<file path="config.mk">
export PLATFORM = sky130hd
export DESIGN_NAME = bitbrick_seq_mul
export DESIGN_NICKNAME = d
export VERILOG_FILES = /design/src/rtl/bitbrick_seq_mul.sv
export SDC_FILE = /design/constraint.sdc
export NUM_CORES = 1
export LEC_CHECK = 0
export ABC_CLOCK_PERIOD_IN_PS = 7800
export CORE_MARGIN = 1.5
export CORE_UTILIZATION = 57
export DETAILED_ROUTE_END_ITERATION = 12
export PLACE_DENSITY = 0.77
export SETUP_SLACK_MARGIN = 0.15
export SLEW_MARGIN = 15
export SYNTH_ARGS = -nofsm -noshare
export SYNTH_HDL_FRONTEND = slang
export SYNTH_SLANG_ARGS = --single-unit
</file>
<file path="constraint.sdc">
create_clock -name clk -period 7.8 [get_ports clk]
set_clock_uncertainty 0.1 [all_clocks]
set_input_delay 2.34 -clock clk [delete_from_list [all_inputs] [get_ports clk]]
set_output_delay 2.34 -clock clk [all_outputs]
set_load 0.005 [all_outputs]
</file>
<file path="src/rtl/bitbrick_seq_mul.sv">
// +-----------------------------------------------------------------------------+
// | Module   : bitbrick_seq_mul                                                  |
// | Brief    : Sequential 2/4/8-bit signed/unsigned multiplier on a 3-bit brick  |
// | Revision : 1.0  initial release                                              |
// +-----------------------------------------------------------------------------+
`default_nettype none

module signed_3bit_MUL (
  input  logic signed [2:0] a_i,
  input  logic signed [2:0] b_i,
  output logic signed [5:0] p_o
);
  assign p_o = 6'(a_i) * 6'(b_i);
endmodule

module bitbrick_seq_mul #(
  parameter int W = 8
) (
  input  logic           clk,
  input  logic           rst,
  input  logic           in_valid,
  output logic           in_ready,
  input  logic [W-1:0]   in_x,
  input  logic [W-1:0]   in_y,
  input  logic           x_signed,
  input  logic           y_signed,
  input  logic [1:0]     prec,
  output logic           out_valid,
  input  logic           out_ready,
  output logic [2*W-1:0] out_p,
  output logic           busy
);

  localparam int c_max_prec = $clog2(W / 2);
  localparam int c_iw       = (c_max_prec > 0) ? c_max_prec : 1;

  typedef enum logic [1:0] {
    S_IDLE = 2'd0,
    S_RUN  = 2'd1,
    S_DONE = 2'd2
  } state_t;

  state_t              state_q, state_d;
  logic [W-1:0]        x_q, x_d, y_q, y_d;
  logic                xs_q, xs_d, ys_q, ys_d;
  logic [c_iw-1:0]     nm1_q, nm1_d, i_q, i_d, j_q, j_d;
  logic [2*W-1:0]      acc_q, acc_d, p_q, p_d;

  logic [1:0]          w_prec_eff;
  logic [c_iw-1:0]     w_nm1;
  logic [c_iw:0]       w_xidx, w_yidx, w_ij;
  logic [1:0]          w_xc, w_yc;
  logic [2:0]          w_bx, w_by;
  logic signed [5:0]   w_brick_p;
  logic [2*W-1:0]      w_pp_ext, w_pp, w_sum;

  assign w_prec_eff = (prec > 2'(c_max_prec)) ? 2'(c_max_prec) : prec;
  assign w_nm1      = c_iw'((1 << w_prec_eff) - 1);

  // Only the top chunk of a signed operand carries its sign into the brick.
  assign w_xidx = {i_q, 1'b0};
  assign w_yidx = {j_q, 1'b0};
  assign w_xc   = x_q[w_xidx +: 2];
  assign w_yc   = y_q[w_yidx +: 2];
  assign w_bx   = {xs_q & (i_q == nm1_q) & w_xc[1], w_xc};
  assign w_by   = {ys_q & (j_q == nm1_q) & w_yc[1], w_yc};

  signed_3bit_MUL u_brick (
    .a_i (w_bx),
    .b_i (w_by),
    .p_o (w_brick_p)
  );

  generate
    if (2 * W > 6) begin : g_ext
      assign w_pp_ext = {{(2 * W - 6){w_brick_p[5]}}, w_brick_p};
    end else begin : g_trunc
      assign w_pp_ext = w_brick_p[2*W-1:0];
    end
  endgenerate

  assign w_ij  = {1'b0, i_q} + {1'b0, j_q};
  assign w_pp  = w_pp_ext << {w_ij, 1'b0};
  assign w_sum = acc_q + w_pp;

  always_ff @(posedge clk) begin
    if (rst) begin
      state_q <= S_IDLE;
      x_q     <= '0;
      y_q     <= '0;
      xs_q    <= 1'b0;
      ys_q    <= 1'b0;
      nm1_q   <= '0;
      i_q     <= '0;
      j_q     <= '0;
      acc_q   <= '0;
      p_q     <= '0;
    end else begin
      state_q <= state_d;
      x_q     <= x_d;
      y_q     <= y_d;
      xs_q    <= xs_d;
      ys_q    <= ys_d;
      nm1_q   <= nm1_d;
      i_q     <= i_d;
      j_q     <= j_d;
      acc_q   <= acc_d;
      p_q     <= p_d;
    end
  end

  always_comb begin
    state_d   = state_q;
    x_d       = x_q;
    y_d       = y_q;
    xs_d      = xs_q;
    ys_d      = ys_q;
    nm1_d     = nm1_q;
    i_d       = i_q;
    j_d       = j_q;
    acc_d     = acc_q;
    p_d       = p_q;
    in_ready  = 1'b0;
    out_valid = 1'b0;
    busy      = 1'b0;
    case (state_q)
      S_IDLE: begin
        in_ready = 1'b1;
        if (in_valid) begin
          x_d     = in_x;
          y_d     = in_y;
          xs_d    = x_signed;
          ys_d    = y_signed;
          nm1_d   = w_nm1;
          i_d     = '0;
          j_d     = '0;
          acc_d   = '0;
          state_d = S_RUN;
        end
      end
      S_RUN: begin
        busy  = 1'b1;
        acc_d = w_sum;
        if (j_q == nm1_q) begin
          j_d = '0;
          if (i_q == nm1_q) begin
            p_d     = w_sum;
            state_d = S_DONE;
          end else begin
            i_d = i_q + 1'b1;
          end
        end else begin
          j_d = j_q + 1'b1;
        end
      end
      S_DONE: begin
        busy      = 1'b1;
        out_valid = 1'b1;
        if (out_ready) begin
          state_d = S_IDLE;
        end
      end
      default: state_d = S_IDLE;
    endcase
  end

  assign out_p = p_q;

endmodule

`default_nettype wire
</file>
; Word-level counts from Yosys, hierarchy flattened
; Cells that the tools add are included.
[totals]
elab_cells = 59
ff_bits = 58
in_bits = 24
output_inout_bits = 19
[classes]
n_bitwise = 4
n_mux = 17
add_sub_neg = 5
reduce_logical = 8
eq_ne = 9
n_mul = 1
shifts = 4
magnitude_cmp = 1
[op_table]
columns = operator, n
row1 = $pmux W16 S2, 1
row2 = $mux W2, 9
row3 = $add A16 B16 Y16, 1
row4 = $mux W16, 1
row5 = $shiftx A8 B4 Y2, 2
row6 = $shl A16 B4 Y16, 1
row7 = $ne A2 B2 Y1 const B, 5
row8 = $pmux W2 S2, 2
row9 = $reduce_and A4 Y1, 2
row10 = $mul A3 B3 Y6, 1
row11 = $pmux W2 S3, 1
row12 = $add A2 B1 Y2 const B, 2
row13 = $and A1 B1 Y1, 4
row14 = $eq A2 B2 Y1, 2
row15 = $reduce_and A2 Y1, 2
row16 = $add A2 B2 Y3, 1
row17 = $mux W1, 3
row18 = $reduce_and A3 Y1, 1
row19 = $eq A2 B1 Y1 const B, 1
row20 = $eq A2 B2 Y1 const B, 1
row21 = $gt A2 B2 Y1 const B, 1
row22 = $logic_not A2 Y1, 1
row23 = $reduce_bool A2 Y1, 1
row24 = $reduce_or A2 Y1, 1
row25 = other kinds (2), 2

; Depth between registers and ports, before layout
[depth]
depth_word = 7
depth_mapped = 22
depth_no_buf = 21

; Cells and area by module
; Synthesis repeated with hierarchy kept, for this count alone.
[unflattened]
hier_cells = 444
area_unflattened_um2 = 3554.7
[by_module_without_submodules]
columns = module, area_per_inst_um2, cells_per_inst, instances, seq_area_each_um2
row1 = bitbrick_seq_mul, 3315.7, 417, 1, 1161.1
row2 = signed_3bit_MUL, 239.0, 27, 1, 0.0

; Worst setup path before layout
; Ideal clock, no wire load.
[synth_timing]
path_type = reg-to-reg
start = register i_q[0]
end = register p_q[14] (netlist: out_p[14])
synth_period_minus_slack_ns = 5.429
slack_ns = 2.371
t_arrival_ns = 5.207
required_time_ns = 7.578
setup_time_ns = 0.122
path_stages_with_launch = 23
cell_sequence = dfxtp_1 -> buf_4 -> mux4_2 -> and2_1 -> nand3_1 -> inv_1 -> fa_1 -> ha_1 -> ha_1 -> fa_1 -> xnor2_1 -> xnor2_1 -> nor2_1 -> a21oi_1 -> o21ai_0 -> nor2b_1 -> ha_1 -> clkbuf_1 -> o2111ai_1 -> a31oi_1 -> o21ai_1 -> or4_1 -> o311a_1
[synth_between]
elab_chain_cells = 6
word_cells_on_any_way = 9
[synth_lines]
columns = item, line_no
row1 = start: declaration, 46  ; logic [c_iw-1:0] nm1_q, nm1_d, i_q, i_d, j_q, j_d;
row2 = start signal: assignment, 105  ; i_q <= i_d;
row3 = branches (longest 6 deep; another with $add A16 B16 Y16), --
row4 = end signal: assignment, 108  ; p_q <= p_d;
row5 = end: declaration, 47  ; logic [2*W-1:0] acc_q, acc_d, p_q, p_d;
; Parallel ways; which one is timed is not known.
; A chain may end at the register's enable or synchronous reset.

; Worst setup path after layout
[layout_timing]
start = register i_q[0]
end = register acc_q[13]
[layout_between]
elab_chain_cells = 7
word_cells_on_any_way = 9
[layout_lines]
columns = item, line_no
row1 = branches (longest 4 deep; another with $mul A3 B3 Y6), --
row2 = $shl A16 B4 Y16 *, 83  ; assign w_pp = w_pp_ext << {w_ij, 1'b0};
row3 = $add A16 B16 Y16 *, 84  ; assign w_sum = acc_q + w_pp;
row4 = $pmux W16 S2 *, 126  ; case (state_q)
row5 = end signal: assignment, 96  ; acc_q <= '0;
row6 = end signal: assignment, 107  ; acc_q <= acc_d;
row7 = end: declaration, 47
; Mark *: on every way between the ends.

==> flow_summary.yaml <==
routing:
  route.detailed.drc: 0
  vias_per_cell: 6.04
  first_iter_violations: 240
  wl_per_cell_um: 15.2
  vias: 3492
  wl_um: 8810
  ant_nets: 0
  firstDrtPassIters: 5
critical_path:
  worst_setup_path_end_kind: "flip-flop"
  cp_num_buf_inv: 1
  path_class: "reg -> reg"
  cp_top_family: "adder cells"
  crit_path_frequent_cell: "ha_1"
  max_stage_delay_ns: 0.58
  cp-start-kind: "flip-flop"
  cp_max_fo: 9
  critPathArrivalTime_ns: 6.28
  cpMaxStageDelayCell: "mux4_2"
  ff2ff_setup_slack_ns: 1.66
  crit_required_ns: 7.94
  worstPathCellList: "mux4_2 -> and2_1 -> nand3_1 -> inv_1 -> fa_1 -> ha_1 -> ha_1 -> fa_1 -> xnor2_1 -> xnor2_1 -> nor2_1 -> a21oi_1 -> o21ai_0 -> ha_1 -> nand2_1 -> o211a_1 -> or3_1 -> a21oi_1 -> o21ai_0 -> a32o_1"
grt:
  antenna_found_initial: 0
  grt.overflow.total: 0
  grt_max_degree: 56
  grtUsageTotal: 0.261
  grt_pass1_wl_um: 14900
  grt_pass1_vias: 3273
run:
  maxCapViolCount: 0
finish:
  n_antenna_cell: 0
  drive_gt1_frac: 0.0559
  utilization: 0.687
  finalNetCount: 550
  area_growth_pct: 16.3
logic_synthesis:
  synth_area_leaders: "dfxtp_1 (31%), ha_1 (8.0%), nand2_1 (7.6%), a21oi_1 (7.3%), nor2_1 (4.0%)"
  syn_area_um2: 3750
  synth.distinct_cells: 57
  synth_top_area_share: 0.310
  ys_seq_area_frac: 0.310
  yosys_most_used_dff: "dfxtp_1"
  synth_edf_count: 0
  yosysTopAreaCell: "dfxtp_1"
  postSynth.asyncResetShare: 0
  postSynthCellCount: 472
  yosysWarnings: 0
  avgSynthCellArea_um2: 7.95
  synth_nets: 526
  synth.ff_latch_count: 58
timing:
  worstMarginPinSlew_ns: 0.990
  hold_violations: 0
  layout_min_cycle_time_ns: 6.14
  max_freq_ghz: 0.163
  rsz0062_at_grt: "no"
  finalSetupViolations: 0
  fin_tns_setup_ns: 0
  slew-limit-headroom: 0.340
  fin_crit_sh: 0.788
  slew_viol_final: 0
die:
  die_height_um: 84.1
  num_rows: 29
  io_pins: 43
  core_area_um2: 6350
  die_x_um: 84.1
  floorplan.initialDensity: 0.591
  fp.dieArea_um2: 7080
clock_network:
  cts-root-buf: "clkbuf_8"
  cts.sinks: 58
  cts_tree: "done"
  insertion_delay_ns: 0.35
  post_cts_buffers: 0
  cts_buffers: 9
  cts_buffer_depth: 2
  holdBufCountCts: 0
  clk_pin_slew_worst_paths_ns: 0.07
  h-tree-depth: 3
  post_cts_resized: 0
pwr:
  clkPwrFrac: 0.291
  p_switching_mw: 0.413
  seq_power_share: 0.332
  power.internal_mw: 0.685
  cellPowerDensity_nw_per_um2: 252
  pwr-share-comb: 0.376
  vdd_drop_max_mv: 0.221
  swShare: 0.376
  p_leak_nw: 1.82
run_status:
  outcome: "finished clean"
placed_design:
  dp_hpwl_um: 6240
  portBuffers: 42
  place.gp.congestion: 0.910
worst_hold_path:
  hold_path_class: "reg -> reg"
[routing by layer]
metal	share of wire	track usage	vias up
li1	-	-	1733
met1	0.48	0.356	1645
met2	0.45	0.415	99
met3	0.046	0.0415	15
met4	0.019	0.0999	0
met5	0	0	-
[final timing paths]
path,from,endpoint,cells past startpoint
setup / recovery,i_q[0],acc_q[13],20
hold / removal,out_p[9],out_p[9],2
setup reg to reg,i_q[0],acc_q[13],20
hold reg to reg,out_p[9],out_p[9],2
[registers in the layout, indices dropped and copies added, names as in the netlist]
| name | count |
|---|---|
| ys_q | 1 |
| state_q | 2 |
| acc_q | 16 |
| nm1_q | 2 |
| j_q | 2 |
| x_q | 8 |
| xs_q | 1 |
| out_p | 16 |
| i_q | 2 |
| y_q | 8 |
[tightest hold or removal path: cells and delay by family, from the launching register on]
family	cells	cell delay, ns
flops	1	0.31
simple gates	1	0.05
compound gates	1	0.05
[layout by cell type, fill, tap and decap left out, types with 13 or more instances in the layout]
cell and n:
nand3_1 13, nor2_1 40, nand2_1 76, dfxtp_1 58, o21ai_0 15, a21oi_1 55
inv_1 14, a31oi_1 13, ha_1 24, clkdlybuf4s50_1 41
[power groups by stage]
stage	combinational (mW)	clock [mW]	sequential [mW]
5_1_grt	0.461	0.339	0.371
4_1_cts	0.413	0.324	0.365
6_report	0.414	0.320	0.365
3_3_place_gp	0.407	0	0.370
3_5_place_dp	0.411	0	0.371
2_1_floorplan	0.306	0	0.359
[Yosys cell counts, types with 7 or more instances]
master / n
a21oi_1: 55
ha_1: 24
nor3_1: 11
a31oi_1: 13
a21o_1: 9
clkbuf_1: 22
o21ai_0: 15
or3_1: 7
nor2_1: 40
xnor2_1: 9
nand2_1: 76
inv_1: 14
nand3_1: 13
xor2_1: 8
dfxtp_1: 58
[stage by stage]
stage | hold WS, ns | std cells | cell area [um^2] | setup slack (ns) | power, mW
global placement | 0.343 | 562 | 4140 | 1.98 | 0.777
global route | 0.370 | 578 | 4360 | 1.27 | 1.17
CTS | 0.356 | 578 | 4360 | 1.73 | 1.10
detailed placement | 0.346 | 562 | 4140 | 1.75 | 0.782
floorplan | 0.333 | 472 | 3750 | 2.37 | 0.665
finish | 0.354 | 578 | 4360 | 1.66 | 1.10
[cells by family (layout without fill, tap and decap cells)]
family / count (synthesis) / in the layout / synth area share
AOI/OAI and AO/OA: 131 / 131 / 0.220
xor gates and xnor gates: 17 / 17 / 0.0397
adders and majority gates: 30 / 30 / 0.112
buffers and inverters: 44 / 73 / 0.0497
DFF: 58 / 58 / 0.310
muxes: 11 / 11 / 0.0430
and+or+nand+nor: 181 / 181 / 0.226
[area by class of cell]
cell class / count / area [um^2]
Inverter: 14 / 52.6
Clock inverter: 6 / 90.1
Tap cell: 77 / 96.3
Clock buffer: 10 / 138
Sequential cell: 58 / 1160
Timing Repair Buffer: 43 / 423
Fill cell: 511 / 1990
Multi-Input combinational cell: 370 / 2400
Note: power is estimated with default switching activity, not from simulation.
